**config.mk**
```make
export PLATFORM = sky130hd
export DESIGN_NAME = pcs_tx_scheduler
export DESIGN_NICKNAME = d
export VERILOG_FILES = /design/src/rtl/pcs_sched_pkg.sv /design/src/rtl/pcs_tx_seq_counter.sv /design/src/rtl/pcs_tx_scheduler.sv
export SDC_FILE = /design/constraint.sdc
export NUM_CORES = 1
export LEC_CHECK = 0
export ABC_AREA = 1
export CORE_UTILIZATION = 40
export DETAILED_ROUTE_END_ITERATION = 8
export PLACE_DENSITY_LB_ADDON = 0.12
export REMOVE_ABC_BUFFERS = 1
export SETUP_SLACK_MARGIN = 0.1
export SLEW_MARGIN = 10
export SYNTH_ARGS = -nofsm -noshare
export SYNTH_HDL_FRONTEND = slang
export SYNTH_SLANG_ARGS = --single-unit
export TNS_END_PERCENT = 30
```
**constraint.sdc**
```tcl
create_clock -name i_clk -period 2.85 [get_ports i_clk]
set_clock_uncertainty 0.05 [all_clocks]
set_input_delay 0.7125 -clock i_clk [delete_from_list [all_inputs] [get_ports i_clk]]
set_output_delay 0.7125 -clock i_clk [all_outputs]
set_load 0.05 [all_outputs]
```
**src/rtl/pcs_sched_pkg.sv**
```systemverilog
// pcs_sched_pkg: shared TX/RX scheduler state type and gearbox sequence constants
package pcs_sched_pkg;
  localparam int TX_SEQ_LAST = 32;
  localparam int TX_SEQ_W = 6;
  typedef enum logic [1:0] {
    WAIT_READY = 2'd0,
    STARTUP    = 2'd1,
    RUN        = 2'd2
  } tx_sched_state_t;
endpackage

```
**src/rtl/pcs_tx_seq_counter.sv**
```systemverilog
// pcs_tx_seq_counter: free-running 0..LAST gearbox sequence counter with registered last-value decode and sync clear
module pcs_tx_seq_counter
  import pcs_sched_pkg::*;
#(
  parameter int W    = TX_SEQ_W,
  parameter int LAST = TX_SEQ_LAST
) (
  input  logic         i_clk,
  input  logic         i_reset,
  input  logic         i_clear,
  input  logic         i_en,
  output logic [W-1:0] o_seq,
  output logic         o_last
);
  logic [W-1:0] seq_d;
  // next value: clear wins, hold when disabled, wrap LAST straight to 0
  always_comb begin
    seq_d = i_clear ? '0 : !i_en ? o_seq : (o_seq == W'(LAST)) ? '0 : o_seq + 1'b1;
  end
  // last flag decoded from the next value so it lines up with the registered count
  always_ff @(posedge i_clk) begin
    if (i_reset) begin
      o_seq  <= '0;
      o_last <= 1'b0;
    end else begin
      o_seq  <= seq_d;
      o_last <= (seq_d == W'(LAST));
    end
  end
endmodule

```
**src/rtl/pcs_tx_scheduler.sv**
```systemverilog
// pcs_tx_scheduler: 64b/66b TX sequencing (gearbox sequence/pause, encoder init/reset, MAC consume); PCS_TX_SCHED_STATS_EN adds pause/relink counters
module pcs_tx_scheduler
  import pcs_sched_pkg::*;
#(
  parameter int DATA_WIDTH     = 32,
  parameter int STARTUP_CYCLES = 16,
  parameter int SEQ_LAST       = TX_SEQ_LAST
) (
  input  logic                i_clk,
  input  logic                i_reset,
  input  logic                i_gt_ready,
  output logic [TX_SEQ_W-1:0] o_tx_sequence,
  output logic                o_tx_pause,
  output logic                o_init_done,
  output logic                o_encoder_reset,
  output logic                o_mac_ready,
  output logic [1:0]          o_state
`ifdef PCS_TX_SCHED_STATS_EN
  ,
  output logic [31:0]         o_pause_count,
  output logic [15:0]         o_relink_count
`endif
);
  if (DATA_WIDTH != 32 && DATA_WIDTH != 64) begin : g_bad_width
    $error("DATA_WIDTH must be 32 or 64");
  end
  if (STARTUP_CYCLES < 1 || STARTUP_CYCLES > 255) begin : g_bad_startup
    $error("STARTUP_CYCLES must be in 1..255");
  end
  if (SEQ_LAST < 1 || SEQ_LAST >= (1 << TX_SEQ_W)) begin : g_bad_seq
    $error("SEQ_LAST must fit the sequence width");
  end
  tx_sched_state_t state, state_d;
  logic [7:0] cnt, cnt_d;
  logic seq_clear;
  assign o_state = state;
  assign seq_clear = (state == WAIT_READY) || (state_d == WAIT_READY);
  pcs_tx_seq_counter #(.W(TX_SEQ_W), .LAST(SEQ_LAST)) u_seq (
    .i_clk   (i_clk),
    .i_reset (i_reset),
    .i_clear (seq_clear),
    .i_en    (1'b1),
    .o_seq   (o_tx_sequence),
    .o_last  (o_tx_pause)
  );
  // next state and saturating startup count; losing gt_ready beats RUN entry
  always_comb begin
    state_d = !i_gt_ready ? WAIT_READY
            : (state == WAIT_READY) ? STARTUP
            : (state == STARTUP && cnt == 8'(STARTUP_CYCLES) && o_tx_sequence == TX_SEQ_W'(SEQ_LAST)) ? RUN
            : state;
    cnt_d = (state_d == WAIT_READY) ? 8'd0
          : (state == STARTUP && cnt != 8'(STARTUP_CYCLES)) ? cnt + 8'd1
          : cnt;
  end
  // registered outputs; MAC is held off in the cycle whose next sequence is the pause slot
  always_ff @(posedge i_clk) begin
    if (i_reset) begin
      state           <= WAIT_READY;
      cnt             <= 8'd0;
      o_init_done     <= 1'b0;
      o_encoder_reset <= 1'b1;
      o_mac_ready     <= 1'b0;
    end else begin
      state           <= state_d;
      cnt             <= cnt_d;
      o_init_done     <= (state_d == RUN);
      o_encoder_reset <= (state_d == WAIT_READY);
      o_mac_ready     <= (state_d == RUN) && (o_tx_sequence != TX_SEQ_W'(SEQ_LAST - 1));
    end
  end
`ifdef PCS_TX_SCHED_STATS_EN
  // wrapping pause-cycle count and saturating count of link drops out of RUN
  always_ff @(posedge i_clk) begin
    if (i_reset) begin
      o_pause_count  <= '0;
      o_relink_count <= '0;
    end else begin
      o_pause_count  <= o_pause_count + 32'(o_tx_pause);
      if (state == RUN && state_d == WAIT_READY && !(&o_relink_count))
        o_relink_count <= o_relink_count + 16'd1;
    end
  end
`endif
endmodule
```
# After elaboration in Yosys (flattened, before gate mapping)
# Cells that the tools add are included.
dict set report word_totals {
  inputBits 3
  regBits 20
  wordCells 29
  output_inout_bits 12
}
dict set report classes {
  addsub 2
  n_reduce_logical 8
  eq_ne 7
  n_mux 5
}
# operator n
set ops {}
lappend ops {{6-bit equality test (second input constant)} 2}
lappend ops {{6-bit two-way mux} 2}
lappend ops {{8-bit by 1-bit adder with 8-bit output (second input constant)} 1}
lappend ops {{8-bit by 5-bit equality test with 1-bit output (second input constant)} 1}
lappend ops {{8-bit by 5-bit != test with 1-bit output (second input constant)} 1}
lappend ops {{6-bit by 1-bit adder with 6-bit output (second input constant)} 1}
lappend ops {{2-bit two-way mux} 3}
lappend ops {{6-bit by 5-bit != test with 1-bit output (second input constant)} 1}
lappend ops {{1-bit logical AND} 4}
lappend ops {{2-bit logical NOT} 2}
lappend ops {{2-bit by 1-bit equality test with 1-bit output (second input constant)} 1}
lappend ops {{2-bit equality test (second input constant)} 1}
lappend ops {{2-bit OR reduction} 1}
lappend ops {{1-bit logical OR} 1}

# Longest topological paths before layout
dict set report depth {
  word_depth 10
  mapped_depth 10
  ltp_nobuf 10
}

# By module
# Synthesis repeated with hierarchy kept, for this count alone.
dict set report unflattened {
  cells_unflattened 166
  hier_area_um2 1068.5
}
# module n_inst area_per_inst_um2 cells_per_inst
set by_module_without_submodules {}
lappend by_module_without_submodules {pcs_tx_scheduler 1 673.1 103}
lappend by_module_without_submodules {pcs_tx_seq_counter 1 395.4 63}

# Least setup slack after synthesis
# No wires, ideal clock.
dict set report synth_timing {
  kind {flip-flop to flip-flop}
  startpoint {reg u_seq.o_seq[0]}
  endpoint {reg u_seq.o_last}
  t_required_ps 2687
  setup_time_ps 113
  n_path_buf 0
  arrival_ps 1474
  stages_incl_launch_ff 10
  path_slack_ps 1212
  path_cell_list {dfxtp_1 inv_1 ha_1 nand2_1 inv_1 nand3_1 nand2_1 o21bai_1 nand2_1 nor2_1}
}
dict set report synth_between {
  elab_chain_cells 9
  elab_cells_between_ends 11
}
# item line_no
set synth_lines {}
lappend synth_lines {{start: declaration} pcs_tx_seq_counter.sv:12} ;# output logic [W-1:0] o_seq,
lappend synth_lines {{start signal: assignment} pcs_tx_seq_counter.sv:26} ;# o_seq <= seq_d;
lappend synth_lines {{6-bit equality test} {pcs_tx_seq_counter.sv:18, pcs_tx_scheduler.sv:50}}
lappend synth_lines {{1-bit logical AND} pcs_tx_scheduler.sv:50} ;# : (state == STARTUP && cnt == 8'(STARTUP_CYCLES) && o_tx_sequence == TX_SEQ_W'(SEQ_LAST)) ? RUN
lappend synth_lines {{2-bit two-way mux} pcs_tx_scheduler.sv:50}
lappend synth_lines {{2-bit two-way mux} pcs_tx_scheduler.sv:49} ;# : (state == WAIT_READY) ? STARTUP
lappend synth_lines {{2-bit two-way mux} pcs_tx_scheduler.sv:48} ;# state_d = !i_gt_ready ? WAIT_READY
lappend synth_lines {{2-bit logical NOT} pcs_tx_scheduler.sv:37} ;# assign seq_clear = (state == WAIT_READY) || (state_d == WAIT_READY);
lappend synth_lines {{1-bit logical OR} pcs_tx_scheduler.sv:37}
lappend synth_lines {{6-bit two-way mux (*)} pcs_tx_seq_counter.sv:18} ;# seq_d = i_clear ? '0 : !i_en ? o_seq : (o_seq == W'(LAST)) ? '0 : o_seq + 1'b1;
lappend synth_lines {{6-bit equality test (*)} pcs_tx_seq_counter.sv:27} ;# o_last <= (seq_d == W'(LAST));
lappend synth_lines {{end signal: assignment} pcs_tx_seq_counter.sv:27}
lappend synth_lines {{end: declaration} pcs_tx_seq_counter.sv:13} ;# output logic o_last
# Every way passes the cells marked *; elsewhere a longest branch is shown, timed or not.
# A chain may end at the register's enable or synchronous reset.

# Final worst setup path
dict set report layout_timing {
  startpoint {reg u_seq.o_seq[0]}
  endpoint {out o_tx_sequence[0]}
}
# item line_no
set layout_lines {}
lappend layout_lines {{end: declaration} pcs_tx_scheduler.sv:12} ;# output logic [TX_SEQ_W-1:0] o_tx_sequence,
# No word-level cell between the ends.

==> flow_metrics.env <==
export IMPL_outcome="completed"
export IMPL_numCtsBuffers=3
export IMPL_rr_worst_depth=7
export IMPL_worstHoldStart="cnt[7]"
export IMPL_ys_seq_elements=20
export IMPL_vdd_drop_max_v=0.000257
export IMPL_grt_pass1_vias=815
export IMPL_max_stage_delay_ns=0.84
export IMPL_hold_ws_ns=0.466
export IMPL_io_pins=15
export IMPL_hold_path_class="flop to flop"
export IMPL_clk_pin_slew_worst_paths_ns=0.12
export IMPL_rr_endpoint="cnt[4]"
export IMPL_path_class="flop to output pin"
export IMPL_die_h_um=52.8
export IMPL_place_gp_congestion=0.765
export IMPL_synth_distinct_cells=23
export IMPL_netlist_instances=144
export IMPL_grt_overflow=0
export IMPL_cp_required_ns=2.09
export IMPL_numPortBuffers=14
export IMPL_worstPathMaxFanout=7
export IMPL_cp_start_kind="flop"
export IMPL_rsz0062_at_grt="false"
export IMPL_cts_path_max_buffers=2
export IMPL_maxCapViolCount=0
export IMPL_worstSkewPairLatency_ns=0.30
export IMPL_layout_drive_gt1_share_pct=11.7
export IMPL_synth_ff_type="dfxtp_1"
export IMPL_syn_cell_area_mm2=0.00103
export IMPL_cp_slowest_cell="clkdlybuf4s50_1"
export IMPL_core_mm2=0.00245
export IMPL_path_buf_inv=1
export IMPL_fmax_mhz=423
export IMPL_track_usage_pct=16.6
export IMPL_drtPass1Iterations=4
export IMPL_slew_violations=0
export IMPL_vias=891
export IMPL_async_reset_ff_share_pct=0
export IMPL_ctsHtreeMaxLevel=1
export IMPL_start_util_pct=42.1
export IMPL_row_count=18
export IMPL_crit_start="u_seq.o_seq[0]"
export IMPL_crit_arrival_ns=1.60
export IMPL_fin_crit_ns=2.37
export IMPL_grt_max_degree=13
export IMPL_hold_buffers=0
export IMPL_whs_path_depth=2
export IMPL_placedInstanceArea_mm2=0.00121
export IMPL_setup_viol=0
export IMPL_drt_iter0_drc=20
export IMPL_antenna_found_initial=0
export IMPL_nets=170
export IMPL_tritoncts="yes"
export IMPL_fin_cells=192
export IMPL_fin_util_pct=51.5
export IMPL_most_common_layout_cells="33 x nand2_1, 24 x inv_1, 20 x dfxtp_1"
export IMPL_synth_edf_count=0
export IMPL_period_share_pct=83.0
export IMPL_worst_pin_slew_ns=0.495
export IMPL_r2r_start="cnt[0]"
export IMPL_syn_avg_cell_area_um2=7.18
export IMPL_totalWireLength_um=1910
export IMPL_diodes=0
export IMPL_cts_root_buffer_cell="clkbuf_4"
export IMPL_area_delta_synth_final_pct=22.3
export IMPL_dp_cells=188
export IMPL_hold_viol_final=0
export IMPL_critical_path_top_delay_family="buffers and inverters"
export IMPL_cts_resized_gates=0
export IMPL_viasPerCell=4.64
export IMPL_cellPowerDensity_mw_per_mm2=439
export IMPL_grt_pass1_wl_um=3460
export IMPL_synth_seq_area_share_pct=38.7
export IMPL_cts_setup_buffers=0
export IMPL_die_w_um=52.8
export IMPL_wire_per_inst_um=9.95
export IMPL_p_leak_nw=0.531
export IMPL_final_common_cell="nand2_1"
export IMPL_stdcell_area_mm2=0.00126
export IMPL_maxSlewHeadroom_pct=66.9
export IMPL_ant_nets=0
export IMPL_critPathCaptureType="output pin"
export IMPL_dpl_hpwl_um=1460
export IMPL_hold_path_end="cnt[7]"
export IMPL_yosysWarnings=0
export IMPL_die_area_mm2=0.00279
export IMPL_path_cells="clkdlybuf4s50_1"
export IMPL_drc=0
export IMPL_r2r_slack_ns=1.41
export IMPL_nFillCells=246
export IMPL_cts_sinks=20
export IMPL_setup_tns_ns=0
[synthesized netlist by cell type, types with 3 or more instances]
library cell	number	share of area, %
nor2_1	14	5.1
nand3_1	8	3.9
dfxtp_1	20	39
nand2_1	33	12
nor3_1	3	1.5
nand4_1	4	2.4
inv_1	24	8.7
a21oi_1	9	4.4
nand2_2	3	1.8
nor2_2	4	2.4
ha_1	4	4.8
[layout make-up]
class / count / area (um^2) / share of cell area (%)
clock inverter: 1 / 30.0 / 2.38
inverter: 27 / 101 / 8.02
clock buffer: 3 / 22.5 / 1.78
multi-input combinational: 97 / 532 / 42.1
sequential: 20 / 400 / 31.7
tap: 30 / 37.5 / 2.97
timing repair buffer: 14 / 140 / 11.1
[flip-flops by register name, summed over array words and instances, names as in the netlist]
register / flops
o_init_done: 1
o_mac_ready: 1
cnt: 8
u_seq.o_seq: 6
u_seq.o_last: 1
o_encoder_reset: 1
o_state: 2
[worst max-delay path by stage]
stage | endpoint | slack [ns] | cells past startpoint
floorplan | u_seq.o_last | 1.21 | 9
global placement | cnt[7] | 0.80 | 4
detailed placement | o_state[0] | 0.75 | 4
CTS | o_tx_sequence[0] | 0.47 | 1
global route | o_tx_sequence[0] | 0.41 | 1
finish | o_tx_sequence[0] | 0.48 | 1
[where the power goes]
part / total, mW / internal [mW] / switching (mW)
Sequential: 0.285 / 0.282 / 0.00273
Clock: 0.234 / 0.142 / 0.0913
Combinational: 0.0360 / 0.0121 / 0.0238
Total: 0.555 / 0.437 / 0.118
[cell families after synthesis]
logic type               count (synthesis)  synth area share [%]
AO/OA/AOI/OAI                           15                  9.08
XOR/XNOR                                 4                  3.39
adder cells (fa/ha/maj)                  4                  4.84
buffers and inverters                   27                  9.81
flip-flops                              20                  38.7
AND/OR/NAND/NOR                         74                  34.1
[metrics by stage]
step	setup WS [ns]	power, mW
detailed placement	0.748	0.328
finish	0.484	0.555
floorplan	1.21	0.316
CTS	0.471	0.559
global placement	0.803	0.327
global route	0.414	0.576
[per-layer routing]
metal	wire length (um)	global-route usage, %
met1	1030	24.0
met2	771	24.3
met3	79	3.19
met4	27	5.70
met5	0	0
Power figures use the tool's default switching activity.
